<file path="config.mk">
export PLATFORM = sky130hd
export DESIGN_NAME = rxiod_eye_train_ctrl_flat
export DESIGN_NICKNAME = d
export VERILOG_FILES = /design/src/rtl/rxiod_eye_train_ctrl_if.sv /design/src/rtl/rxiod_eye_train_ctrl.sv /design/src/flat_wrapper.sv
export SDC_FILE = /design/constraint.sdc
export NUM_CORES = 1
export LEC_CHECK = 0
export ABC_AREA = 0
export BUFFER_PORTS_ARGS = -buffer_cell sky130_fd_sc_hd__buf_2
export CAP_MARGIN = 20
export CORE_AREA = 3 3 117 108
export DETAILED_ROUTE_END_ITERATION = 8
export DIE_AREA = 0 0 120 111
export PLACE_DENSITY = 0.74
export SLEW_MARGIN = 20
export SYNTH_ARGS = -nofsm -noshare
export SYNTH_HDL_FRONTEND = slang
export SYNTH_SLANG_ARGS = --single-unit
</file>
<file path="constraint.sdc">
create_clock -name FAB_CLK -period 2.45 [get_ports FAB_CLK]
set_clock_uncertainty 0.2 [all_clocks]
set_input_delay 0.245 -clock FAB_CLK [delete_from_list [all_inputs] [get_ports FAB_CLK]]
set_output_delay 0.245 -clock FAB_CLK [all_outputs]
set_load 0.01 [all_outputs]
</file>
<file path="src/rtl/rxiod_eye_train_ctrl_if.sv">
// Bring-up / IOD bundle for the RX eye-training controller.
// master: fabric bring-up logic and IOD lanes (drive start and eye flags).
// slave : the training controller (drives delay-line controls and status).
interface rxiod_eye_train_ctrl_if #(
    parameter int LANES = 4,
    parameter int TAP_W = 8
);
    logic                     TRAIN_START;
    logic [LANES-1:0]         EYE_MONITOR_EARLY;
    logic [LANES-1:0]         EYE_MONITOR_LATE;
    logic [LANES-1:0]         DELAY_LINE_LOAD;
    logic [LANES-1:0]         DELAY_LINE_MOVE;
    logic [LANES-1:0]         DELAY_LINE_DIRECTION;
    logic [LANES-1:0]         EYE_MONITOR_CLEAR_FLAGS;
    logic                     TRAIN_BUSY;
    logic                     TRAIN_DONE;
    logic [LANES-1:0]         TRAIN_ERR;
    logic [LANES*TAP_W-1:0]   LANE_TAP;

    modport master (
        output TRAIN_START, EYE_MONITOR_EARLY, EYE_MONITOR_LATE,
        input  DELAY_LINE_LOAD, DELAY_LINE_MOVE, DELAY_LINE_DIRECTION,
               EYE_MONITOR_CLEAR_FLAGS, TRAIN_BUSY, TRAIN_DONE, TRAIN_ERR, LANE_TAP
    );

    modport slave (
        input  TRAIN_START, EYE_MONITOR_EARLY, EYE_MONITOR_LATE,
        output DELAY_LINE_LOAD, DELAY_LINE_MOVE, DELAY_LINE_DIRECTION,
               EYE_MONITOR_CLEAR_FLAGS, TRAIN_BUSY, TRAIN_DONE, TRAIN_ERR, LANE_TAP
    );
endinterface

</file>
<file path="src/rtl/rxiod_eye_train_ctrl.sv">
// Multi-lane RX delay-training controller. Lanes are trained one after another:
// each lane's delay line is swept from tap 0 to MAX_TAPS-1, the OR of the early/late
// eye flags is accumulated per tap, the longest clean run is tracked (earliest wins
// on ties) and the delay line is walked back to the centre of that run.
// Optional build macro RXIOD_TRAIN_MIN_EYE_EN: windows shorter than MIN_EYE are
// rejected as failures (lane flagged in TRAIN_ERR and reloaded to tap 0).
module rxiod_eye_train_ctrl #(
    parameter int LANES      = 4,
    parameter int TAP_W      = 8,
    parameter int MAX_TAPS   = 128,
    parameter int SETTLE_CYC = 4,
    parameter int SAMPLE_CYC = 16,
    parameter int MIN_EYE    = 8
) (
    input  logic                 FAB_CLK,
    input  logic                 RX_SYNC_RST,
    rxiod_eye_train_ctrl_if.slave bus
);
    localparam int LANE_W  = (LANES > 1) ? $clog2(LANES) : 1;
    localparam int CNT_MAX = (SETTLE_CYC > SAMPLE_CYC) ? SETTLE_CYC : SAMPLE_CYC;
    localparam int CNT_W   = (CNT_MAX > 1) ? $clog2(CNT_MAX) : 1;
    localparam int LEN_W   = TAP_W + 1;

    typedef enum logic [3:0] {
        ST_IDLE   = 4'd0,
        ST_LOAD   = 4'd1,
        ST_CLEAR  = 4'd2,
        ST_SETTLE = 4'd3,
        ST_SAMPLE = 4'd4,
        ST_EVAL   = 4'd5,
        ST_STEP   = 4'd6,
        ST_CALC   = 4'd7,
        ST_RELOAD = 4'd8,
        ST_CENTER = 4'd9,
        ST_GAP    = 4'd10,
        ST_NEXT   = 4'd11,
        ST_DONE   = 4'd12
    } state_t;

    state_t                 state_q, state_d;
    logic [LANE_W-1:0]      lane_q, lane_d;
    logic [TAP_W-1:0]       tap_q, tap_d;
    logic [CNT_W-1:0]       cnt_q, cnt_d;
    logic                   acc_q, acc_d;
    logic [LEN_W-1:0]       run_len_q, run_len_d;
    logic [TAP_W-1:0]       run_start_q, run_start_d;
    logic [LEN_W-1:0]       best_len_q, best_len_d;
    logic [TAP_W-1:0]       best_start_q, best_start_d;
    logic [TAP_W-1:0]       centre_q, centre_d;
    logic [LANES-1:0]       load_q, load_d;
    logic [LANES-1:0]       move_q, move_d;
    logic [LANES-1:0]       dir_q, dir_d;
    logic [LANES-1:0]       clr_q, clr_d;
    logic                   busy_q, busy_d;
    logic                   done_q, done_d;
    logic [LANES-1:0]       err_q, err_d;
    logic [LANES*TAP_W-1:0] lane_tap_q, lane_tap_d;

    logic [LANES-1:0]       lane_oh_s;
    logic [LANES*TAP_W-1:0] slot_mask_s;
    logic [LANES*TAP_W-1:0] centre_slot_s;
    logic                   flag_s;
    logic [LEN_W-1:0]       run_new_s;
    logic [LEN_W-1:0]       eff_len_s;
    logic [TAP_W-1:0]       centre_s;
    logic                   tap_last_s;

`ifdef RXIOD_TRAIN_MIN_EYE_EN
    // Short windows are scored as no window at all.
    always_comb begin
        if (best_len_q < LEN_W'(MIN_EYE)) begin
            eff_len_s = '0;
        end else begin
            eff_len_s = best_len_q;
        end
    end
`else
    logic [31:0] min_eye_unused_s;
    assign min_eye_unused_s = 32'(MIN_EYE);

    // Any non-empty window is accepted.
    always_comb begin
        eff_len_s = best_len_q;
    end
`endif

    // Active-lane one-hot and the LANE_TAP slot belonging to it.
    always_comb begin
        lane_oh_s     = '0;
        slot_mask_s   = '0;
        centre_slot_s = '0;
        for (int i = 0; i < LANES; i++) begin
            lane_oh_s[i] = (lane_q == LANE_W'(i));
            slot_mask_s[i*TAP_W +: TAP_W]   = {TAP_W{lane_oh_s[i]}};
            centre_slot_s[i*TAP_W +: TAP_W] = centre_s & {TAP_W{lane_oh_s[i]}};
        end
    end

    assign flag_s     = |((bus.EYE_MONITOR_EARLY | bus.EYE_MONITOR_LATE) & lane_oh_s);
    assign run_new_s  = acc_q ? {LEN_W{1'b0}} : (run_len_q + LEN_W'(1));
    assign centre_s   = best_start_q + best_len_q[TAP_W:1];
    assign tap_last_s = (tap_q == TAP_W'(MAX_TAPS - 1));

    // Next-state and next-output computation for the training sequencer.
    always_comb begin
        state_d      = state_q;
        lane_d       = lane_q;
        tap_d        = tap_q;
        cnt_d        = cnt_q;
        acc_d        = acc_q;
        run_len_d    = run_len_q;
        run_start_d  = run_start_q;
        best_len_d   = best_len_q;
        best_start_d = best_start_q;
        centre_d     = centre_q;
        load_d       = '0;
        move_d       = '0;
        dir_d        = '0;
        clr_d        = '0;
        busy_d       = busy_q;
        done_d       = done_q;
        err_d        = err_q;
        lane_tap_d   = lane_tap_q;

        case (state_q)
            ST_IDLE: begin
                if (bus.TRAIN_START) begin
                    done_d     = 1'b0;
                    err_d      = '0;
                    lane_tap_d = '0;
                    busy_d     = 1'b1;
                    lane_d     = '0;
                    state_d    = ST_LOAD;
                end else begin
                    state_d    = ST_IDLE;
                end
            end
            ST_LOAD: begin
                load_d       = lane_oh_s;
                tap_d        = '0;
                best_len_d   = '0;
                best_start_d = '0;
                run_len_d    = '0;
                run_start_d  = '0;
                state_d      = ST_CLEAR;
            end
            ST_CLEAR: begin
                clr_d   = lane_oh_s;
                acc_d   = 1'b0;
                cnt_d   = '0;
                state_d = ST_SETTLE;
            end
            ST_SETTLE: begin
                if (cnt_q == CNT_W'(SETTLE_CYC - 1)) begin
                    cnt_d   = '0;
                    state_d = ST_SAMPLE;
                end else begin
                    cnt_d   = cnt_q + CNT_W'(1);
                end
            end
            ST_SAMPLE: begin
                acc_d = acc_q | flag_s;
                if (cnt_q == CNT_W'(SAMPLE_CYC - 1)) begin
                    cnt_d   = '0;
                    state_d = ST_EVAL;
                end else begin
                    cnt_d   = cnt_q + CNT_W'(1);
                end
            end
            ST_EVAL: begin
                run_len_d = run_new_s;
                if (!acc_q && (run_len_q == '0)) begin
                    run_start_d = tap_q;
                end else begin
                    run_start_d = run_start_q;
                end
                // Strictly greater: the earliest of equal-length windows is kept.
                if (run_new_s > best_len_q) begin
                    best_len_d   = run_new_s;
                    best_start_d = (run_len_q == '0) ? tap_q : run_start_q;
                end else begin
                    best_len_d   = best_len_q;
                end
                state_d = tap_last_s ? ST_CALC : ST_STEP;
            end
            ST_STEP: begin
                move_d  = lane_oh_s;
                dir_d   = lane_oh_s;
                tap_d   = tap_q + TAP_W'(1);
                state_d = ST_CLEAR;
            end
            ST_CALC: begin
                if (eff_len_s == '0) begin
                    err_d      = err_q | lane_oh_s;
                    lane_tap_d = lane_tap_q & ~slot_mask_s;
                    state_d    = ST_RELOAD;
                end else begin
                    centre_d   = centre_s;
                    lane_tap_d = (lane_tap_q & ~slot_mask_s) | centre_slot_s;
                    state_d    = (centre_s == tap_q) ? ST_NEXT : ST_CENTER;
                end
            end
            ST_RELOAD: begin
                load_d  = lane_oh_s;
                tap_d   = '0;
                state_d = ST_NEXT;
            end
            ST_CENTER: begin
                // The centre never lies above the last swept tap, so this only walks down.
                if (tap_q > centre_q) begin
                    move_d  = lane_oh_s;
                    tap_d   = tap_q - TAP_W'(1);
                    state_d = ST_GAP;
                end else begin
                    state_d = ST_NEXT;
                end
            end
            ST_GAP: begin
                state_d = (tap_q == centre_q) ? ST_NEXT : ST_CENTER;
            end
            ST_NEXT: begin
                if (lane_q == LANE_W'(LANES - 1)) begin
                    state_d = ST_DONE;
                end else begin
                    lane_d  = lane_q + LANE_W'(1);
                    state_d = ST_LOAD;
                end
            end
            ST_DONE: begin
                busy_d  = 1'b0;
                done_d  = 1'b1;
                state_d = ST_IDLE;
            end
            default: begin
                state_d = ST_IDLE;
            end
        endcase
    end

    // State and output registers; reset aborts any training in progress.
    always_ff @(posedge FAB_CLK) begin
        if (RX_SYNC_RST) begin
            state_q      <= ST_IDLE;
            lane_q       <= '0;
            tap_q        <= '0;
            cnt_q        <= '0;
            acc_q        <= 1'b0;
            run_len_q    <= '0;
            run_start_q  <= '0;
            best_len_q   <= '0;
            best_start_q <= '0;
            centre_q     <= '0;
            load_q       <= '0;
            move_q       <= '0;
            dir_q        <= '0;
            clr_q        <= '0;
            busy_q       <= 1'b0;
            done_q       <= 1'b0;
            err_q        <= '0;
            lane_tap_q   <= '0;
        end else begin
            state_q      <= state_d;
            lane_q       <= lane_d;
            tap_q        <= tap_d;
            cnt_q        <= cnt_d;
            acc_q        <= acc_d;
            run_len_q    <= run_len_d;
            run_start_q  <= run_start_d;
            best_len_q   <= best_len_d;
            best_start_q <= best_start_d;
            centre_q     <= centre_d;
            load_q       <= load_d;
            move_q       <= move_d;
            dir_q        <= dir_d;
            clr_q        <= clr_d;
            busy_q       <= busy_d;
            done_q       <= done_d;
            err_q        <= err_d;
            lane_tap_q   <= lane_tap_d;
        end
    end

    assign bus.DELAY_LINE_LOAD         = load_q;
    assign bus.DELAY_LINE_MOVE         = move_q;
    assign bus.DELAY_LINE_DIRECTION    = dir_q;
    assign bus.EYE_MONITOR_CLEAR_FLAGS = clr_q;
    assign bus.TRAIN_BUSY              = busy_q;
    assign bus.TRAIN_DONE              = done_q;
    assign bus.TRAIN_ERR               = err_q;
    assign bus.LANE_TAP                = lane_tap_q;
endmodule

</file>
<file path="src/flat_wrapper.sv">
// flat-port wrapper written by rule: the top's interface ports become plain ports
module rxiod_eye_train_ctrl_flat 
#(
    parameter int LANES      = 4,
    parameter int TAP_W      = 8,
    parameter int MAX_TAPS   = 128,
    parameter int SETTLE_CYC = 4,
    parameter int SAMPLE_CYC = 16,
    parameter int MIN_EYE    = 8
)
  (FAB_CLK, RX_SYNC_RST, bus_TRAIN_START, bus_EYE_MONITOR_EARLY, bus_EYE_MONITOR_LATE, bus_DELAY_LINE_LOAD, bus_DELAY_LINE_MOVE, bus_DELAY_LINE_DIRECTION, bus_EYE_MONITOR_CLEAR_FLAGS, bus_TRAIN_BUSY, bus_TRAIN_DONE, bus_TRAIN_ERR, bus_LANE_TAP);
  rxiod_eye_train_ctrl_if #(.LANES(LANES), .TAP_W(TAP_W)) bus_i ();
  input  logic FAB_CLK;
  input  logic RX_SYNC_RST;
  input wire logic [$bits(bus_i.TRAIN_START)-1:0] bus_TRAIN_START;
  input wire logic [$bits(bus_i.EYE_MONITOR_EARLY)-1:0] bus_EYE_MONITOR_EARLY;
  input wire logic [$bits(bus_i.EYE_MONITOR_LATE)-1:0] bus_EYE_MONITOR_LATE;
  output wire logic [$bits(bus_i.DELAY_LINE_LOAD)-1:0] bus_DELAY_LINE_LOAD;
  output wire logic [$bits(bus_i.DELAY_LINE_MOVE)-1:0] bus_DELAY_LINE_MOVE;
  output wire logic [$bits(bus_i.DELAY_LINE_DIRECTION)-1:0] bus_DELAY_LINE_DIRECTION;
  output wire logic [$bits(bus_i.EYE_MONITOR_CLEAR_FLAGS)-1:0] bus_EYE_MONITOR_CLEAR_FLAGS;
  output wire logic [$bits(bus_i.TRAIN_BUSY)-1:0] bus_TRAIN_BUSY;
  output wire logic [$bits(bus_i.TRAIN_DONE)-1:0] bus_TRAIN_DONE;
  output wire logic [$bits(bus_i.TRAIN_ERR)-1:0] bus_TRAIN_ERR;
  output wire logic [$bits(bus_i.LANE_TAP)-1:0] bus_LANE_TAP;
  assign bus_i.TRAIN_START = bus_TRAIN_START;
  assign bus_i.EYE_MONITOR_EARLY = bus_EYE_MONITOR_EARLY;
  assign bus_i.EYE_MONITOR_LATE = bus_EYE_MONITOR_LATE;
  assign bus_DELAY_LINE_LOAD = bus_i.DELAY_LINE_LOAD;
  assign bus_DELAY_LINE_MOVE = bus_i.DELAY_LINE_MOVE;
  assign bus_DELAY_LINE_DIRECTION = bus_i.DELAY_LINE_DIRECTION;
  assign bus_EYE_MONITOR_CLEAR_FLAGS = bus_i.EYE_MONITOR_CLEAR_FLAGS;
  assign bus_TRAIN_BUSY = bus_i.TRAIN_BUSY;
  assign bus_TRAIN_DONE = bus_i.TRAIN_DONE;
  assign bus_TRAIN_ERR = bus_i.TRAIN_ERR;
  assign bus_LANE_TAP = bus_i.LANE_TAP;
  rxiod_eye_train_ctrl #(.LANES(LANES), .TAP_W(TAP_W), .MAX_TAPS(MAX_TAPS), .SETTLE_CYC(SETTLE_CYC), .SAMPLE_CYC(SAMPLE_CYC), .MIN_EYE(MIN_EYE)) u_core (.FAB_CLK(FAB_CLK), .RX_SYNC_RST(RX_SYNC_RST), .bus(bus_i));
endmodule
</file>
==> out/qor.txt, run 1 <==
setup_tns -> -2.001 ns
syn_nets -> 755
sw frac -> 28.04%
CTS sink cnt -> 115
f_max -> 0.3824 GHz
CP bufs+invs -> 2
DRC -> 0
Synth cell types -> 60
Worst VDD drop -> 0.6036 mV
largest net degree at the start of global routing -> 44
status -> finished with violations
Root Buffer -> clkbuf_16
mux cell area share after synthesis -> 4.016%
xor/xnor share of the synthesized area -> 4.474%
Inst Count DP -> 958
Flop pwr share -> 37.3%
flops & latches, synth -> 115
dpl cell area -> 6913 um^2
H-tree levels -> 4
Adder-Cell Fraction of Synth Area -> 8.365%
CP required -> 2.59 ns
number of enable flip-flop cells after synthesis -> 0
core region area -> 11430 um^2
Slowest cell on crit path -> dfxtp_4
worst hold margin -> 0.1271 ns
clock slew at reported path FFs -> 0.06 ns
sw power -> 1.440 mW
Routed Antenna Nets -> 0
sequential area share after synthesis -> 38.29%
Final GP Congestion -> 0.9064
initial antenna violation count -> 0
CP Data Arrival Time -> 2.76 ns
cell chain of the critical path -> ha_4, nand3_4, xor2_2, nor2_2, ha_4, a211o_1, nor2_1, a21o_1, buf_6, a21oi_4, buf_6, o31ai_4
Tcrit/Tclk final -> 106.7%
synthesized area per cell -> 8.529 um^2
share of cells above drive strength 1 -> 30.63%
Final setup viols -> 19
setup ws final -> -0.1652 ns
Startpoint Class -> register
Final Hold Fails -> 0
Slew headroom -> 59.85%
Clock power frac -> 50.1%
die area -> 13320 um^2
Pleak -> 3.383 nW
max incr delay on CP -> 0.38 ns
Routed WL per cell -> 18.33 um
# Max-Cap Violations -> 0
Power Density -> 637.4 nW/um^2
chip height -> 111 um
initial DRC count -> 628
Synth Warn # -> 0
Layout area overhead -> 34.00%
drt first pass iters -> 7
Die X-Extent -> 120 um
ANT cells -> 0
# rows -> 37
Starting Density -> 52.59%
clock buffer count from CTS -> 17
violated checks -> negative setup slack
clock insertion delay at the later pin of the skew report -> 0.42 ns
HPWL after detailed placement -> 12300 um
combinational power share -> 12.6%
final worst path period need -> 2.615 ns
worst slew pin tran -> 0.6000 ns
Final Net Count -> 889
Final Cell Area -> 8058 um^2
Largest delay share family, worst path -> compound AO/OA/AOI/OAI gates
Synth Instances -> 705
RSZ-0062 raised after global routing -> true
Vias -> 6041
Compound-Gate Fraction of Synth Area -> 18.19%
async set-or-reset flop fraction in the synthesized netlist -> 0%
Worst Setup End Kind -> register
first-pass GRT wire length -> 29120 um
I/O pin count -> 65
vias in the first global route -> 5743
Post-Syn Area -> 6013 um^2
hold crit path type -> input pin to register
kind of critical path -> register to register
fin cells -> 1008
Max Slew Vio Count -> 0
Routed WL -> 18470 um
area share of and/or/nand/nor cells after synthesis -> 22.24%
IO buf count -> 64
main flop type after synthesis -> dfxtp_1
crit path max fanout -> 4
CTS tree -> done
internal power -> 3.696 mW
Vias/cell -> 5.993
GRT Overall Usage -> 27.13%
CTS Buffer Depth -> 2
largest family of logic cells by synthesized area -> simple AND/OR/NAND/NOR gates
grt ovf -> 0
[per-layer routing]
metal  track usage [%]  part of all wire, %  up-vias
met5                 0                    0        -
met4             10.31                  2.7        0
met3             6.735                  7.8       48
met2             43.48                   47      295
met1             35.20                   42     2898
li1                  -                    -     2800
[worst paths after layout]
check        cells past startpoint  slack [ns]                    end                   from
min                              2        0.13  u_core.run_start_q[3]            RX_SYNC_RST
min reg2reg                      2        0.26  u_core.run_start_q[1]  u_core.run_start_q[1]
max                             12       -0.17   u_core.best_len_q[4]    u_core.run_len_q[1]
max reg2reg                     12       -0.17   u_core.best_len_q[4]    u_core.run_len_q[1]
[power groups by stage]
stage          registers (mW)  logic [mW]  clock network (mW)
3_5_place_dp             1.95       0.565                   0
4_1_cts                  1.91       0.602                2.59
6_report                 1.91       0.648                2.57
5_1_grt                  1.92       0.701                2.67
3_3_place_gp             1.95       0.548                   0
2_1_floorplan            1.96       0.371                   0
[state kept, by name, summed over array words and instances (netlist names), 8 cells and up]
register / flops
u_core.tap_q: 8
u_core.run_start_q: 8
u_core.bus.LANE_TAP: 32
u_core.run_len_q: 9
u_core.best_start_q: 8
u_core.best_len_q: 9
u_core.centre_q: 8
[synth_stat cells, types with 3 or more instances]
cell        n  area share [%]
dfxtp_1   115              38
and3_1      4            0.42
nand3_1    21             1.7
a21oi_1    50             4.2
buf_4       3            0.37
mux2_2      9             1.7
nor3_1      9            0.75
nor4_1      6            0.62
a21o_1      8             1.0
o21bai_1    7            0.87
clkbuf_1   20             1.2
a32oi_1    24             3.5
nand4_1    10             1.0
o211ai_1    4            0.50
or2_2       4            0.42
nor2b_1     6            0.62
inv_1      25             1.6
or4_1       5            0.62
xnor2_1    18             2.6
a22oi_1     9             1.1
and2_1      3            0.31
ha_1       37             7.7
xor2_1     10             1.5
nand2_1    56             3.5
o21ai_0    23             1.9
o31ai_1     6            0.75
nor3b_1     3            0.37
buf_2       9            0.75
buf_1       5            0.31
a211oi_1    6            0.75
nand2b_1   26             2.7
nor2_1    100             6.2
mux2i_1    14             2.3
nand3b_1    6            0.75
a31oi_1     4            0.42
a22o_1      4            0.58
[cells in the final DEF, fill, tap and decap left out, types with 6 or more instances in the layout]
cell type	n
nand4_1	10
a21oi_1	47
o21bai_1	7
xnor2_1	13
clkbuf_16	17
nand3b_1	6
nor2_2	6
ha_1	29
mux2_2	7
ha_4	8
a21o_1	7
nor3_1	9
buf_4	80
nand2b_1	26
nand2_1	56
o21ai_0	18
nand3_1	17
o21ai_1	6
inv_1	25
dfxtp_2	9
buf_2	64
a22oi_1	8
nor2_1	95
a32oi_1	24
dfxtp_1	103
xor2_1	9
buf_6	7
mux2i_1	14
[worst register-to-register path: stages, from the launching register on]
cell	delay (ns)
dfxtp_4	0.38
ha_4	0.17
nand3_4	0.08
xor2_2	0.16
nor2_2	0.15
ha_4	0.23
a211o_1	0.32
nor2_1	0.12
a21o_1	0.18
buf_6	0.13
a21oi_4	0.06
buf_6	0.13
o31ai_4	0.23
[cells by family after synthesis]
logic type      after synthesis
compound gates              163
buf+inv                      63
flops                       115
mux                          23
xor+xnor                     29
fa+ha+maj                    39
simple gates                273
[repair_timing]
action	in CTS	in global routing
hold buffers	0	0
gates cloned	1	0
resized for setup	29	53
pin swaps	6	46
setup buffers	10	10
setup endpoints to repair	29	36
[metrics by stage]
step / power (mW) / setup slack, ns / utilization (%)
final: 5.136 / -0.1652 / 70.47
after global routing: 5.288 / -0.2359 / 70.47
after CTS: 5.104 / -0.1598 / 67.41
after detailed placement: 2.520 / -0.2682 / 60.46
after global placement: 2.503 / -0.1533 / 60.46
after floorplan: 2.333 / -0.09025 / -
[area by class of cell]
cell class | instances | area [um^2]
clock buffer | 17 | 425.4
clock inverter | 15 | 185.2
fill | 843 | 3377
inverter | 25 | 93.84
multi-input combinational | 527 | 3799
sequential | 115 | 2325
tap | 156 | 195.2
timing repair buffer | 153 | 1035
Power figures use the tool's default switching activity.
==> run 2: changes to the inputs <==
RECOVER_POWER = 25   (was unset)
==> run 2 against run 1 <==
  * The run still ends with negative setup slack left
  * Via count increased by 0.28%
  * Register-to-register slack about the same
  * Clock-buffer cell count unchanged
  * Cell count unchanged
  * Die area unchanged
  * Sequential share of layout area increased by 0.16 points
  * Sequential power about the same
  * Cell area decreased by 0.56%
  * Non-clock buffer count unchanged
  * Setup slack got worse by 0.0076 ns
  * Power about the same
  * Hold slack improved by 0.0049 ns
  * Critical path type unchanged
  * Critical endpoint unchanged
  * Highest routed layer unchanged
==> out/qor.txt, run 2 (same netlist as run 1, synthesis figures left out) <==
Die X-Extent -> 120 um (unchanged)
Worst VDD drop -> 0.6052 mV (was 0.6036 mV)
kind of critical path -> register to register (unchanged)
Hold Buf Count CTS -> 0 (unchanged)
grt ovf -> 0 (unchanged)
Layout area overhead -> 33.25% (was 34.00%)
Routed WL per cell -> 18.42 um (was 18.33 um)
I/O pin count -> 65 (unchanged)
Tcrit/Tclk final -> 107.1% (was 106.7%)
GRT Overall Usage -> 27.13% (unchanged)
Final setup viols -> 19 (unchanged)
Vias/cell -> 6.010 (was 5.993)
Fill cells -> 863 (was 843)
hold path depth -> 2 (unchanged)
# Max-Cap Violations -> 0 (unchanged)
Starting Density -> 52.59% (unchanged)
ANT cells -> 0 (unchanged)
drt first pass iters -> 5 (was 7)
Final Net Count -> 889 (unchanged)
worst slew pin tran -> 0.6208 ns (was 0.6000 ns)
CP required -> 2.59 ns (about the same)
clock insertion delay at the later pin of the skew report -> 0.42 ns (about the same)
commonest non-fill, non-tap cell in the layout -> dfxtp_1 (unchanged)
setup_tns -> -2.082 ns (was -2.001 ns)
Power Density -> 640.9 nW/um^2 (was 637.4 nW/um^2)
Final Cell Area -> 8013 um^2 (was 8058 um^2)
most frequent cells in the layout -> dfxtp_1 (103), nor2_1 (95), buf_4 (80) (unchanged)
CTS Buffer Depth -> 2 (unchanged)
dpl cell area -> 6913 um^2 (unchanged)
Reg2Reg Depth -> 12 (unchanged)
clock slew at reported path FFs -> 0.06 ns (about the same)
initial antenna violation count -> 0 (unchanged)
CTS sink cnt -> 115 (unchanged)
Max Slew Vio Count -> 0 (unchanged)
Final GP Congestion -> 0.9064 (unchanged)
Pleak -> 3.225 nW (was 3.383 nW)
Vias -> 6058 (was 6041)
Largest register FFs -> 32 (unchanged)
crit path max fanout -> 4 (unchanged)
DRC -> 0 (unchanged)
Slew headroom -> 58.46% (was 59.85%)
setup ws final -> -0.1728 ns (was -0.1652 ns)
CTS tree -> done (unchanged)
violated checks -> negative setup slack (unchanged)
share of cells above drive strength 1 -> 26.41% (was 30.63%)
initial DRC count -> 639 (was 628)
Worst Setup End Kind -> register (unchanged)
vias in the first global route -> 5743 (unchanged)
core region area -> 11430 um^2 (unchanged)
chip height -> 111 um (unchanged)
CP Data Arrival Time -> 2.77 ns (was 2.76 ns)
hold crit path type -> input pin to register (unchanged)
Final Hold Fails -> 0 (unchanged)
HPWL after detailed placement -> 12300 um (unchanged)
Startpoint Class -> register (unchanged)
IO buf count -> 64 (unchanged)
Root Buffer -> clkbuf_16 (unchanged)
f_max -> 0.3813 GHz (was 0.3824 GHz)
final worst path period need -> 2.623 ns (was 2.615 ns)
Routed Antenna Nets -> 0 (unchanged)
Routed WL -> 18570 um (was 18470 um)
largest net degree at the start of global routing -> 44 (unchanged)
die area -> 13320 um^2 (unchanged)
first-pass GRT wire length -> 29120 um (unchanged)
# rows -> 37 (unchanged)
RSZ-0062 raised after global routing -> true (unchanged)
clock buffer count from CTS -> 17 (unchanged)
H-tree levels -> 4 (unchanged)
status -> finished with violations (unchanged)
-- run 2: changes by cell type in the layout (fill, tap and decap cells not counted), sizes merged --
cell and delta:
buf -36, clkbuf +36
-- run 2: worst max-delay path: stages (launching register included) --
cell and delay (ns):
dfxtp_4 0.36, ha_4 0.18, nand3_1 0.09, xor2_1 0.20
nor2_1 0.10, ha_1 0.33, and4_1 0.20, nand3_2 0.08
o221ai_2 0.22, buf_4 0.19, a21oi_4 0.04, buf_6 0.13
o31ai_4 0.23
-- run 2: repair_timing --
item	in CTS	in global routing
endpoints found under the setup margin	29	36
gates cloned	1	0
pin swaps	6	46
setup buffers	10	10
resized for setup	29	53
-- run 2: metrics by stage --
step | power (mW) | worst slack, ns | instances | utilization [%] | hold slack, ns
global route | 5.286 | -0.2359 | 1008 | 70.07 | 0.1552
detailed placement | 2.520 | -0.2682 | 958 | 60.46 | 0.2447
CTS | 5.104 | -0.1598 | 1001 | 67.41 | 0.1138
finish | 5.135 | -0.1728 | 1008 | 70.07 | 0.1320
floorplan | 2.333 | -0.09025 | 705 | - | 0.2285
global placement | 2.503 | -0.1533 | 958 | 60.46 | 0.2353
-- run 2: final timing paths --
| kind | start | endpoint | slack (ns) |
|---|---|---|---|
| setup / recovery | u_core.run_len_q[1] | u_core.best_len_q[4] | -0.17 |
| hold / removal | RX_SYNC_RST | u_core.run_start_q[3] | 0.13 |
| hold reg to reg | u_core.run_start_q[3] | u_core.run_start_q[3] | 0.26 |
| setup reg to reg | u_core.run_len_q[1] | u_core.best_len_q[4] | -0.17 |
-- run 2: final cells by class --
class | count | area, um^2 | area share [%]
Clock buffer | 17 | 425.4 | 5.309
Multi-Input combinational cell | 527 | 3799 | 47.41
Tap cell | 156 | 195.2 | 2.436
Inverter | 25 | 93.84 | 1.171
Timing Repair Buffer | 153 | 989.7 | 12.35
Clock inverter | 15 | 185.2 | 2.311
Sequential cell | 115 | 2325 | 29.01
-- run 2: layer usage --
metal / routed length (um) / global-route usage [%] / vias up
met4: 561 / 10.31 / 0
li1: - / - / 2793
met5: 0 / 0 / -
met1: 7835 / 35.20 / 2911
met2: 8670 / 43.48 / 294
met3: 1503 / 6.735 / 60
-- run 2: report_power, final --
part | leakage, nW | total (mW) | internal [mW] | switching, mW
combinational | 1.99 | 0.647 | 0.252 | 0.395
clock | 0.299 | 2.57 | 1.55 | 1.03
sequential | 0.934 | 1.91 | 1.89 | 0.0203
